===== src/rtl/pipe_stage_skid.sv =====
// rtl/pipe_stage_skid.sv - valid/ready pipeline stage with 2-entry skid buffer and flush
// Optional macro PIPE_STAGE_STATS_EN adds saturating stall_cnt/bubble_cnt outputs.
module pipe_stage_skid #(
  parameter int                DATA_W     = 32,
  parameter logic [DATA_W-1:0] RESET_DATA = '0
) (
  input  logic              clk,
  input  logic              clear,
  input  logic              run,
  input  logic              flush,
  input  logic              in_valid,
  output logic              in_ready,
  input  logic [DATA_W-1:0] in_data,
  output logic              out_valid,
  input  logic              out_ready,
`ifdef PIPE_STAGE_STATS_EN
  output logic [31:0]       stall_cnt,
  output logic [31:0]       bubble_cnt,
`endif
  output logic [DATA_W-1:0] out_data
);

  // State is exactly {main_v, skid_v}; 2'b01 is unreachable.
  typedef enum logic [1:0] {
    EMPTY = 2'b00,
    BUSY  = 2'b10,
    FULL  = 2'b11
  } state_t;

  logic [DATA_W-1:0] main_q, skid_q;
  logic              main_v, skid_v;
  logic              active, in_fire, out_fire;
  logic              load_main_in, load_main_skid, load_skid;
  state_t            state, next_state;

  // Clear is folded in so both handshakes are low during the reset cycle too.
  assign active    = run & ~flush & ~clear;
  assign in_ready  = active & ~skid_v;
  assign out_valid = active & main_v;
  assign in_fire   = in_valid & in_ready;
  assign out_fire  = out_valid & out_ready;
  assign out_data  = main_q;
  assign state     = state_t'({main_v, skid_v});

  always_comb begin
    next_state     = state;
    load_main_in   = 1'b0;
    load_main_skid = 1'b0;
    load_skid      = 1'b0;
    case (state)
      EMPTY: begin
        if (in_fire) begin
          next_state   = BUSY;
          load_main_in = 1'b1;
        end
      end
      BUSY: begin
        if (in_fire && out_fire) begin
          load_main_in = 1'b1;
        end else if (in_fire) begin
          next_state = FULL;
          load_skid  = 1'b1;
        end else if (out_fire) begin
          next_state = EMPTY;
        end
      end
      FULL: begin
        if (out_fire) begin
          next_state     = BUSY;
          load_main_skid = 1'b1;
        end
      end
      default: next_state = EMPTY;
    endcase
  end

  always_ff @(posedge clk) begin
    if (clear || flush) begin
      main_v <= 1'b0;
      skid_v <= 1'b0;
      main_q <= RESET_DATA;
      skid_q <= RESET_DATA;
    end else begin
      {main_v, skid_v} <= next_state;
      if (load_main_in) begin
        main_q <= in_data;
      end else if (load_main_skid) begin
        main_q <= skid_q;
      end
      if (load_skid) begin
        skid_q <= in_data;
      end
    end
  end

`ifdef PIPE_STAGE_STATS_EN
  always_ff @(posedge clk) begin
    if (clear) begin
      stall_cnt  <= '0;
      bubble_cnt <= '0;
    end else if (run) begin
      if (out_valid && !out_ready && stall_cnt != 32'hFFFF_FFFF) begin
        stall_cnt <= stall_cnt + 32'd1;
      end
      if (!flush && !main_v && bubble_cnt != 32'hFFFF_FFFF) begin
        bubble_cnt <= bubble_cnt + 32'd1;
      end
    end
  end
`endif

endmodule

===== config.mk =====
export PLATFORM = sky130hd
export DESIGN_NAME = pipe_stage_skid
export DESIGN_NICKNAME = d
export VERILOG_FILES = /design/src/rtl/pipe_stage_skid.sv
export SDC_FILE = /design/constraint.sdc
export NUM_CORES = 1
export LEC_CHECK = 0
export CORE_MARGIN = 2
export CORE_UTILIZATION = 62
export CTS_CLUSTER_SIZE = 25
export DETAILED_ROUTE_END_ITERATION = 7
export DONT_BUFFER_PORTS = 1
export PLACE_DENSITY_LB_ADDON = 0.15
export SLEW_MARGIN = 40
export SYNTH_ARGS = -nofsm -noshare
export SYNTH_HDL_FRONTEND = slang
export SYNTH_SLANG_ARGS = --single-unit

===== constraint.sdc =====
create_clock -name clk -period 4.62 [get_ports clk]
set_input_delay 0.924 -clock clk [delete_from_list [all_inputs] [get_ports clk]]
set_output_delay 0.924 -clock clk [all_outputs]
set_load 0.02 [all_outputs]

**Word level (Yosys, flattened, before mapping)**

Cells that the tools add are included.

- Register bits after elaboration: 66
- Bits in latches: 0
- Bits in writable memories: 0
- ROM bits: 0
- Input port bits: 38
- Word-level logic and storage cells: 39
- Memories kept: 0

- $add $sub $neg: 0
- Multipliers: 0
- Divide/modulo/power cells: 0
- $lt $le $gt $ge: 0
- Equality and inequality tests: 6
- Shift-type cells: 0
- Mux-type cells: 15
- Bitwise gates (word level): 9
- Reduce and logical (&&, ||, !) cells: 5

Operators with widths:

| cell | count |
|---|---|
| $mux W32 | 2 |
| $mux W2 | 5 |
| $and A1 B1 Y1 | 6 |
| $mux W1 | 6 |
| $ne A2 B2 Y1 const B | 3 |
| $pmux W2 S3 | 1 |
| $eq A2 B2 Y1 const B | 2 |
| $reduce_and A4 Y1 | 1 |
| $ne A3 B3 Y1 const B | 1 |
| $not A1 Y1 | 3 |
| $logic_not A2 Y1 | 1 |
| $pmux W1 S2 | 1 |
| $reduce_bool A2 Y1 | 1 |
| $logic_and A1 B1 Y1 | 1 |
| $logic_or A1 B1 Y1 | 1 |

**Depth between registers and ports, before layout**

- Depth in word-level cells: 9
- Depth in mapped cells: 7
- Mapped depth without buffers: 5

**Worst setup path after synthesis**

Ideal clock, no wire load.

- Path type: input port to output port
- From: input flush
- To: output in_ready
- Arrival: 1,562 ps
- Slack: 2,134 ps
- Stages on the path: 2
- Buffers on the path: 0
- Cells stage by stage: or4b_4 clkinv_4

- Word-level cells in the longest chain between the ends: 4

Ends and longest elaborated chain:

| what | line | RTL |
|---|---|---|
| from (decl) | 10 | `input logic flush,` |
| $not A1 Y1 | 37 | `assign active = run & ~flush & ~clear;` |
| $and A1 B1 Y1 (2 in series) | 37 |  |
| $and A1 B1 Y1 | 38 | `assign in_ready = active & ~skid_v;` |
| to (decl) | 12 | `output logic in_ready,` |

Every way passes these cells.

**Worst setup path in the final report**

- From: input clear
- To: register main_q[12] (netlist: out_data[12])

- Word-level cells in the longest chain between the ends: 8

Ends and longest elaborated chain:

| what | line | RTL |
|---|---|---|
| from (decl) | 8 | `input logic clear,` |
| $not A1 Y1 (*) | 37 |  |
| $and A1 B1 Y1 (*) | 37 |  |
| $and A1 B1 Y1 (*) | 39 | `assign out_valid = active & main_v;` |
| named net out_valid | 14 | `output logic out_valid,` |
| $and A1 B1 Y1 (*) | 41 | `assign out_fire = out_valid & out_ready;` |
| $logic_and A1 B1 Y1 | 58 | `if (in_fire && out_fire) begin` |
| $mux W1 | 58 |  |
| $pmux W1 S2 | 50 | `case (state)` |
| $mux W32 or $reduce_bool A2 Y1 (tied branches) | -- |  |
| to (signal assigned) | 86 | `main_q <= in_data;` |
| to (signal assigned) | 88 | `main_q <= skid_q;` |
| to (decl) | 30 | `logic [DATA_W-1:0] main_q, skid_q;` |

The timed path passes the listed nets; every way through them passes the cells marked *.
A chain may end at the register's enable or synchronous reset.

==> results.cfg <==
[routing]
drt_iter0_drc = 108
drc = 0
detail-route-antenna-nets = 0
num_vias = 2005
viasPerCell = 6.06
first_pass_iters = 4
wl_mm = 5.77
avgRoutedWirePerCell_um = 17.4

[grt]
grt_pass1_wl_mm = 9.22
grt.overflow.total = 0
antenna_found_initial = 0
grt_max_degree = 35
grtUsageTotal_pct = 22.4
grt_pass1_vias = 1953

[floorplanning]
ios = 72
initial_utilization_pct = 63.9
core-area_mm2 = 0.00469
die-area_mm2 = 0.00541
fp.dieW_um = 73.6
num_rows = 25
fp.dieH_um = 73.6

[timing]
finalMaxSlewViolations = 0
fin_tns_setup_ns = 0
fmax_ghz = 0.398
fin_crit_ns = 2.51
whs_ns = 0.496
worst_slack_ns = 2.11
finalClockSkew_ns = 0.00589
grt_setup_unrepaired = false
tightest_slew_ns = 0.762
period_share_pct = 54.3
report.final.setup_viol = 0
maxSlewHeadroom_pct = 49.2
hold_viol_final = 0

[job]
drv_cap = 0

[layout]
area_growth_pct = 7.55
final_cells = 331
drive_above_1_share_pct = 20.6
nNetsFinal = 314
antenna_cells = 0

[placement]
pre_cts_slack_ns = 1.73
place.gp.congestion = 0.724
dp.cells = 315
post-dp-hpwl_mm = 3.50
portBuffers = 0

[yosys]
syn_area_mm2 = 0.00300
syn_nets = 323
ys_types = 24
yosysWarningCount = 0
synth_seq_cells = 66
synth.avg_cell_area_um2 = 10.7
synthCells = 281
synth-seq-area-share_pct = 44.1

[run_status]
status = completed

[worst_hold_path]
min_path_type = register to register

[cts]
cts_resized = 0
cts.sinks = 66
clockRootBuffer = clkbuf_8
numCtsBuffers = 9
cts.path.max_buffers = 2
cts_tree = done
htree_levels = 3
clk_latency_ns = 0.34
postCtsSetupBuffers = 0
holdBufCountCts = 0
path_clk_slew_ns = 0.07

[power_and_ir_drop]
p_per_area_mw_per_mm2 = 358
peakVddDrop_v = 0.000268
power_mw = 1.15
leakage_nw = 1.47

[setup_path]
crit_path_end_kind = register
start_kind = primary input
path_cells = nand4bb_1 -> inv_1 -> a31oi_4 -> buf_4 -> or2_4 -> a211oi_2
criticalPathCategory = primary input to register
max_stage_delay_ns = 0.57
critical_path.max_fanout = 33
critPathArrivalTime_ns = 2.70
critical_path_required_ns = 4.81
crit_slowest_cell = or2_4
crit_family = simple AND/OR/NAND/NOR gates
reg2reg_setup_slack_ns = 2.34
critPathBufInv = 2
[synthesized netlist by cell type, drive strengths merged]
cell | count | area [um^2]
a211o | 1 | 8.76
a211oi | 34 | 405
a31oi | 1 | 6.26
buf | 10 | 75.1
clkbuf | 13 | 48.8
clkinv | 1 | 8.76
dfxtp | 66 | 1320
ha | 4 | 50.1
inv | 6 | 22.5
mux2i | 66 | 661
nand2 | 3 | 18.8
nand3 | 2 | 10.0
nand4bb | 1 | 11.3
nor2 | 33 | 124
nor3 | 32 | 160
o2111ai | 1 | 15.0
o21ai | 2 | 10.0
o311a | 1 | 10.0
or2 | 3 | 18.8
or4b | 1 | 13.8
[logic make-up after synthesis]
kind of cell / after synthesis / share of synthesized area, %
buf+inv: 30 / 5.17
fa+ha+maj: 4 / 1.67
simple gates: 75 / 11.9
mux: 66 / 22.0
compound gates: 40 / 15.2
flops: 66 / 44.1
[worst reg2reg max path, cell delays in order (launching register included)]
cell and delay [ns]:
dfxtp_1 0.36, or4b_4 0.58, clkinv_4 0.12, o2111ai_4 0.41, buf_4 0.41, mux2i_1 0.20, nor2_1 0.05
[metal layers]
metal | global-route usage [%] | vias up | part of all wire, %
met5 | 0 | - | 0
met4 | 9.70 | 0 | 1.8
met3 | 8.09 | 11 | 8.1
met2 | 35.7 | 47 | 45
met1 | 27.2 | 955 | 45
li1 | - | 992 | -
[registers in the layout (all words and copies together) (netlist names)]
signal    count
main_v        1
skid_v        1
out_data     32
skid_q       32
[area by class of cell]
type | count | area, um^2
inverters | 7 | 31.3
clock buffers | 11 | 141
fillers | 380 | 1470
clock inverters | 5 | 77.6
multi-input cells | 185 | 1560
flip-flops and latches | 66 | 1320
repair buffers | 3 | 22.5
well taps | 54 | 67.6
[through the flow]
step                      cell area (um^2)  utilization, %
final                                 3230            68.7
after floorplan                       3000               -
after global placement                3000            63.9
after detailed placement              3010            64.1
after global routing                  3230            68.7
after CTS                             3230            68.7
[path summary, 6_finish.rpt]
path	start	to	depth (start not counted)
max	clear	out_data[12]	6
max reg2reg	skid_v	skid_q[0]	6
min	skid_q[24]	skid_q[24]	2
min reg2reg	skid_q[24]	skid_q[24]	2
[cell usage in the layout, fill, tap and decap left out, drive strengths merged]
master / instances
or4b: 1
nand3: 2
a211oi: 34
clkinvlp: 1
nor2: 33
a211o: 1
o2111ai: 1
nand4bb: 1
o21ai: 2
ha: 4
clkinv: 3
dfxtp: 66
o311a: 1
nand2: 3
mux2i: 66
nor3: 32
or2: 3
inv: 6
buf: 3
clkbuf: 11
bufinv: 2
a31oi: 1
[power by group]
| group | switching [mW] | internal [mW] |
|---|---|---|
| clock network | 0.216 | 0.317 |
| registers | 0.00781 | 0.573 |
| logic | 0.0280 | 0.0125 |
| total | 0.252 | 0.902 |
Note: power is estimated with default switching activity, not from simulation.
==> RTL edit 1: new RTL, same flow settings <==
`DATA_W`: 32 -> 36.
--- a/src/rtl/pipe_stage_skid.sv
+++ b/src/rtl/pipe_stage_skid.sv
@@ -1,7 +1,7 @@
 // rtl/pipe_stage_skid.sv - valid/ready pipeline stage with 2-entry skid buffer and flush
 // Optional macro PIPE_STAGE_STATS_EN adds saturating stall_cnt/bubble_cnt outputs.
 module pipe_stage_skid #(
-  parameter int                DATA_W     = 32,
+  parameter int                DATA_W     = 36,
   parameter logic [DATA_W-1:0] RESET_DATA = '0
 ) (
   input  logic              clk,
Interface: changed (resized in_data and out_data); port bits go from 72 to 80. The function was not compared with the original's and may differ.
==> RTL edit 1 against the original RTL <==
- power increased by 8.3%
- area after synthesis increased by 15%
- first-iteration DRC count increased by 3.7%
- cell area increased by 14%
- sequential cell count increased by 8
- setup slack got worse by 0.15 ns
- die area increased by 14%
- wire length increased by 25%
==> RTL edit 1: results (changes against the original RTL) <==
metric,value,unit,change
status,"complete, no violations",,unchanged
grt_max_degree,45,,was 35
crit_fanout,19,,was 33
num-nets-final,386,,was 314
timing.slew.headroom,0.538,,was 0.492
max_freq,0.376,GHz,was 0.398 GHz
hpwlAfterDp,4630,µm,was 3500 µm
ys_async_sr_fraction,0,,unchanged
crit_arrival,2.91,ns,was 2.70 ns
clock_path_buffers,2,,unchanged
antenna_found_initial,0,,unchanged
placed_cell_area,3470,µm²,was 3010 µm²
antenna_cells,0,,unchanged
synth_common_cells,"dfxtp_1, nand2_1, mux2i_1",,"was dfxtp_1, mux2i_1, nor2_1"
cts.clk_slew.worst_paths,0.07,ns,about the same
hold_slack,0.459,ns,was 0.496 ns
syn-num-nets,397,,was 323
whs_path_depth,2,,unchanged
cts_hold_buffers,0,,unchanged
synth_area_leaders,"dfxtp_1, mux2i_1, a211oi_2",,unchanged
rrSetupSlack,2.21,ns,was 2.34 ns
grt_pass1_wl,11900,µm,was 9220 µm
r2r.worst_path.cells,6,,unchanged
min_to,skid_q[35],,was skid_q[24]
seq_area_frac_synth,0.431,,was 0.441
cts_resized,0,,unchanged
finalSetupTns,0,ns,unchanged
pre_cts_slack,1.61,ns,was 1.73 ns
htreeDepth,3,,unchanged
clock_tree.root_cell,clkbuf_8,,unchanged
clk_latency,0.35,ns,
clock_skew,0.0111,ns,was 0.00589 ns
reg2reg_from,main_v,,was skid_v
grt_pass1_vias,2510,,was 1953
place_congestion,0.855,,was 0.724
n_fill_cell,441,,was 380
hold_path.startpoint,skid_q[35],,was skid_q[24]
hp-class,flop to flop,,unchanged
numCtsBuffers,9,,unchanged
drtPass1Iterations,4,,unchanged
grt_usage,0.247,,was 0.224
leakagePower,0.00130,µW,was 0.00147 µW
vias,2455,,was 2005
wire_per_inst,17.3,µm,was 17.4 µm
synth_cell_types,30,,was 24
drive_gt1_frac,0.272,,was 0.206
ir_worst_vdd,0.199,mV,was 0.268 mV
portBuffers,0,,unchanged
drt_iter0_drc,112,,was 108
cts_setup_buffers,0,,unchanged
rr_endpoint,out_data[4],,was skid_q[0]
yosysWarnings,0,,unchanged
[RTL edit 1: cell types whose count changed in the layout (fill, tap and decap cells not counted), moves of 3 or more]
cell      change
nand2_1      +72
nor2_1       -32
mux2i_1      -28
nor3_1        +4
a211oi_1      +4
a21oi_2      +30
a21oi_1       +6
buf_8         +3
dfxtp_1       +8
[RTL edit 1: critical path, cell delays in order]
cell	delay (ns)
nand4bb_2	0.30
inv_2	0.24
nand3_2	0.54
buf_4	0.48
mux2i_1	0.16
a211oi_1	0.24
[RTL edit 1: layout make-up]
cell class,instances,share of cell area
Clock buffer,11,0.0383
Clock inverter,5,0.0210
Timing Repair Buffer,6,0.0183
Inverter,7,0.00746
Sequential cell,74,0.401
Multi-Input combinational cell,242,0.489
Tap cell,72,0.0244
[RTL edit 1: worst max path at each step]
stage          startpoint     endpoint  slack, ns  depth (start not counted)
2_1_floorplan       flush     in_ready       2.08                          2
3_3_place_gp        clear  out_data[5]       1.21                          5
3_5_place_dp        clear  out_data[9]       1.61                          6
4_1_cts             clear  out_data[9]       1.98                          6
5_1_grt             clear  out_data[4]       1.86                          6
6_report            clear  out_data[4]       1.96                          6
[RTL edit 1: report_power, final]
part | switching, µW | leakage (µW) | internal (µW)
combinational | 34.0 | 0.000598 | 14.1
sequential | 8.82 | 0.000597 | 642
clock | 234 | 0.000109 | 317
[RTL edit 1: metrics by stage]
step / utilization / std cells
2_1_floorplan: - / 351
3_3_place_gp: 0.629 / 398
3_5_place_dp: 0.638 / 401
4_1_cts: 0.678 / 417
5_1_grt: 0.678 / 417
6_report: 0.678 / 417
[RTL edit 1: cell families (layout without fill, tap and decap cells)]
kind of cell             count (synthesis)  in the layout  share of synthesized area
AND/OR/NAND/NOR                        119            119                      0.156
AO/OA/AOI/OAI                           81             81                      0.234
multiplexers                            38             38                      0.111
adder cells (fa/ha/maj)                  4              4                     0.0145
buffers and inverters                   35             29                     0.0542
flip-flops                              74             74                      0.431
[RTL edit 1: per-layer routing]
metal  vias to the layer above  global-route usage  wire length [µm]
met5                         -                   0                 0
met4                         0               0.111               131
met3                        11              0.0874               493
met2                        62               0.409              3460
met1                      1165               0.287              3150
li1                       1217                   -                 -
==> RTL edit 2: new RTL, config.mk and constraints unchanged <==
Made on the original files. Add a define of `PIPE_STAGE_STATS_EN`.
--- a/src/rtl/pipe_stage_skid.sv
+++ b/src/rtl/pipe_stage_skid.sv
@@ -1,5 +1,7 @@
 // rtl/pipe_stage_skid.sv - valid/ready pipeline stage with 2-entry skid buffer and flush
 // Optional macro PIPE_STAGE_STATS_EN adds saturating stall_cnt/bubble_cnt outputs.
+`define PIPE_STAGE_STATS_EN
+
 module pipe_stage_skid #(
   parameter int                DATA_W     = 32,
   parameter logic [DATA_W-1:0] RESET_DATA = '0
Behaviour (old outputs only; new: bubble_cnt and stall_cnt): unchanged (equiv_simple and equiv_induct, registers matched by name and starting in step).
==> RTL edit 2 against the original RTL <==
- clock power increased to 2.7 times the old value
- cell area increased by 110%
- synthesized cell count increased by 150%
- global-route usage increased by 5.1 points
- wire length increased by 140%
- hold slack got worse by 0.044 ns
- critical endpoint is now in_ready
- power increased by 130%
- sequential cell count increased by 64
- final cell count increased by 150%
- setup slack got worse by 0.30 ns
- area after synthesis increased by 96%
- die area increased by 90%
- first-iteration DRC count increased by 63%
==> RTL edit 2: results (changes against the original RTL) <==
metric,value,unit,change
drive_gt1_frac,0.0806,,was 0.206
synth_fa_ha_area_frac,0.0128,,was 0.0167
synthMuxAreaShare,0.0689,,was 0.220
syn-num-nets,745,,was 323
grt_pass1_wl,22800,µm,was 9220 µm
antenna_cells,0,,unchanged
clock_path_buffers,2,,unchanged
wire_per_inst,16.9,µm,was 17.4 µm
use_met1,0.307,,was 0.272
leakagePower,0.00229,µW,was 0.00147 µW
cts_resized,0,,unchanged
p_seq_frac,0.431,,was 0.503
dr_wl_met2,6950,µm,was 2620 µm
numCtsBuffers,17,,was 9
grt_usage,0.275,,was 0.224
cts.clk_slew.worst_paths,0.06,ns,
cts_setup_buffers,0,,unchanged
grt_util_met3,0.108,,was 0.0809
synth_common_cells,"dfxtp_1, nand2_1, a21oi_1",,"was dfxtp_1, mux2i_1, nor2_1"
p_switching,544,µW,was 252 µW
htreeDepth,4,,was 3
grt_pass1_vias,5049,,was 1953
clock_skew,0.00970,ns,was 0.00589 ns
synth_compound_area_frac,0.178,,was 0.152
place_congestion,0.849,,was 0.724
crit_arrival,1.89,ns,was 2.70 ns
powerClk,1460,µW,was 533 µW
route.met3.wl,1260,µm,was 470 µm
cpMaxStageDelayCell,or4b_2,,was or2_4
grtUsageMet2,0.472,,was 0.357
clk_latency,0.51,ns,was 0.34 ns
cp_top_family,simple AND/OR/NAND/NOR gates,,unchanged
ir_worst_vdd,0.260,mV,was 0.268 mV
yosysWarnings,0,,unchanged
ys_async_sr_fraction,0,,unchanged
seq_area_frac_synth,0.442,,was 0.441
crit_fanout,5,,was 33
placed_cell_area,5960,µm²,was 3010 µm²
hpwlAfterDp,9240,µm,was 3500 µm
dr.max_layer_used,met4,,unchanged
max_slew.worst_pin.slew,0.781,ns,was 0.762 ns
portBuffers,0,,unchanged
hp-class,flop to flop,,unchanged
antenna_found_initial,0,,unchanged
n_fill_cell,718,,was 380
drtPass1Iterations,5,,was 4
drt_iter0_drc,176,,was 108
synth_cell_types,50,,was 24
grt_max_degree,69,,was 35
synth_area_leaders,"dfxtp_1, a21oi_1, nand2_1",,"was dfxtp_1, mux2i_1, a211oi_2"
wl_met1,5510,µm,was 2570 µm
status,"complete, no violations",,unchanged
max_stage_delay,0.68,ns,was 0.57 ns
num-nets-final,726,,was 314
synthXorXnorAreaFrac,0.0149,,was 0
swShare,0.206,,was 0.218
grt_overflow,0,,unchanged
vias,5182,,was 2005
## RTL edit 2: worst paths after layout
| kind | slack [ns] | cells after the start | from | endpoint |
|---|---|---|---|---|
| max | 1.81 | 2 | flush | in_ready |
| min | 0.45 | 2 | skid_q[6] | skid_q[6] |
| max reg2reg | 1.83 | 5 | bubble_cnt[18] | bubble_cnt[2] |
| min reg2reg | 0.45 | 2 | skid_q[6] | skid_q[6] |
## RTL edit 2: per-stage QoR
step	worst slack [ns]	hold WS (ns)	util	cells
finish	1.81	0.452	0.717	824
global route	1.55	0.455	0.717	824
CTS	1.82	0.454	0.716	823
detailed placement	1.43	0.446	0.645	791
global placement	1.42	0.441	0.644	791
floorplan	1.87	0.436	-	701
## RTL edit 2: cell type report
class	instances	area share
Tap cell	129	0.0244
Clock buffer	18	0.0646
Inverter	12	0.00680
Sequential cell	130	0.393
Clock inverter	14	0.0340
Multi-Input combinational cell	516	0.472
Timing Repair Buffer	5	0.00566
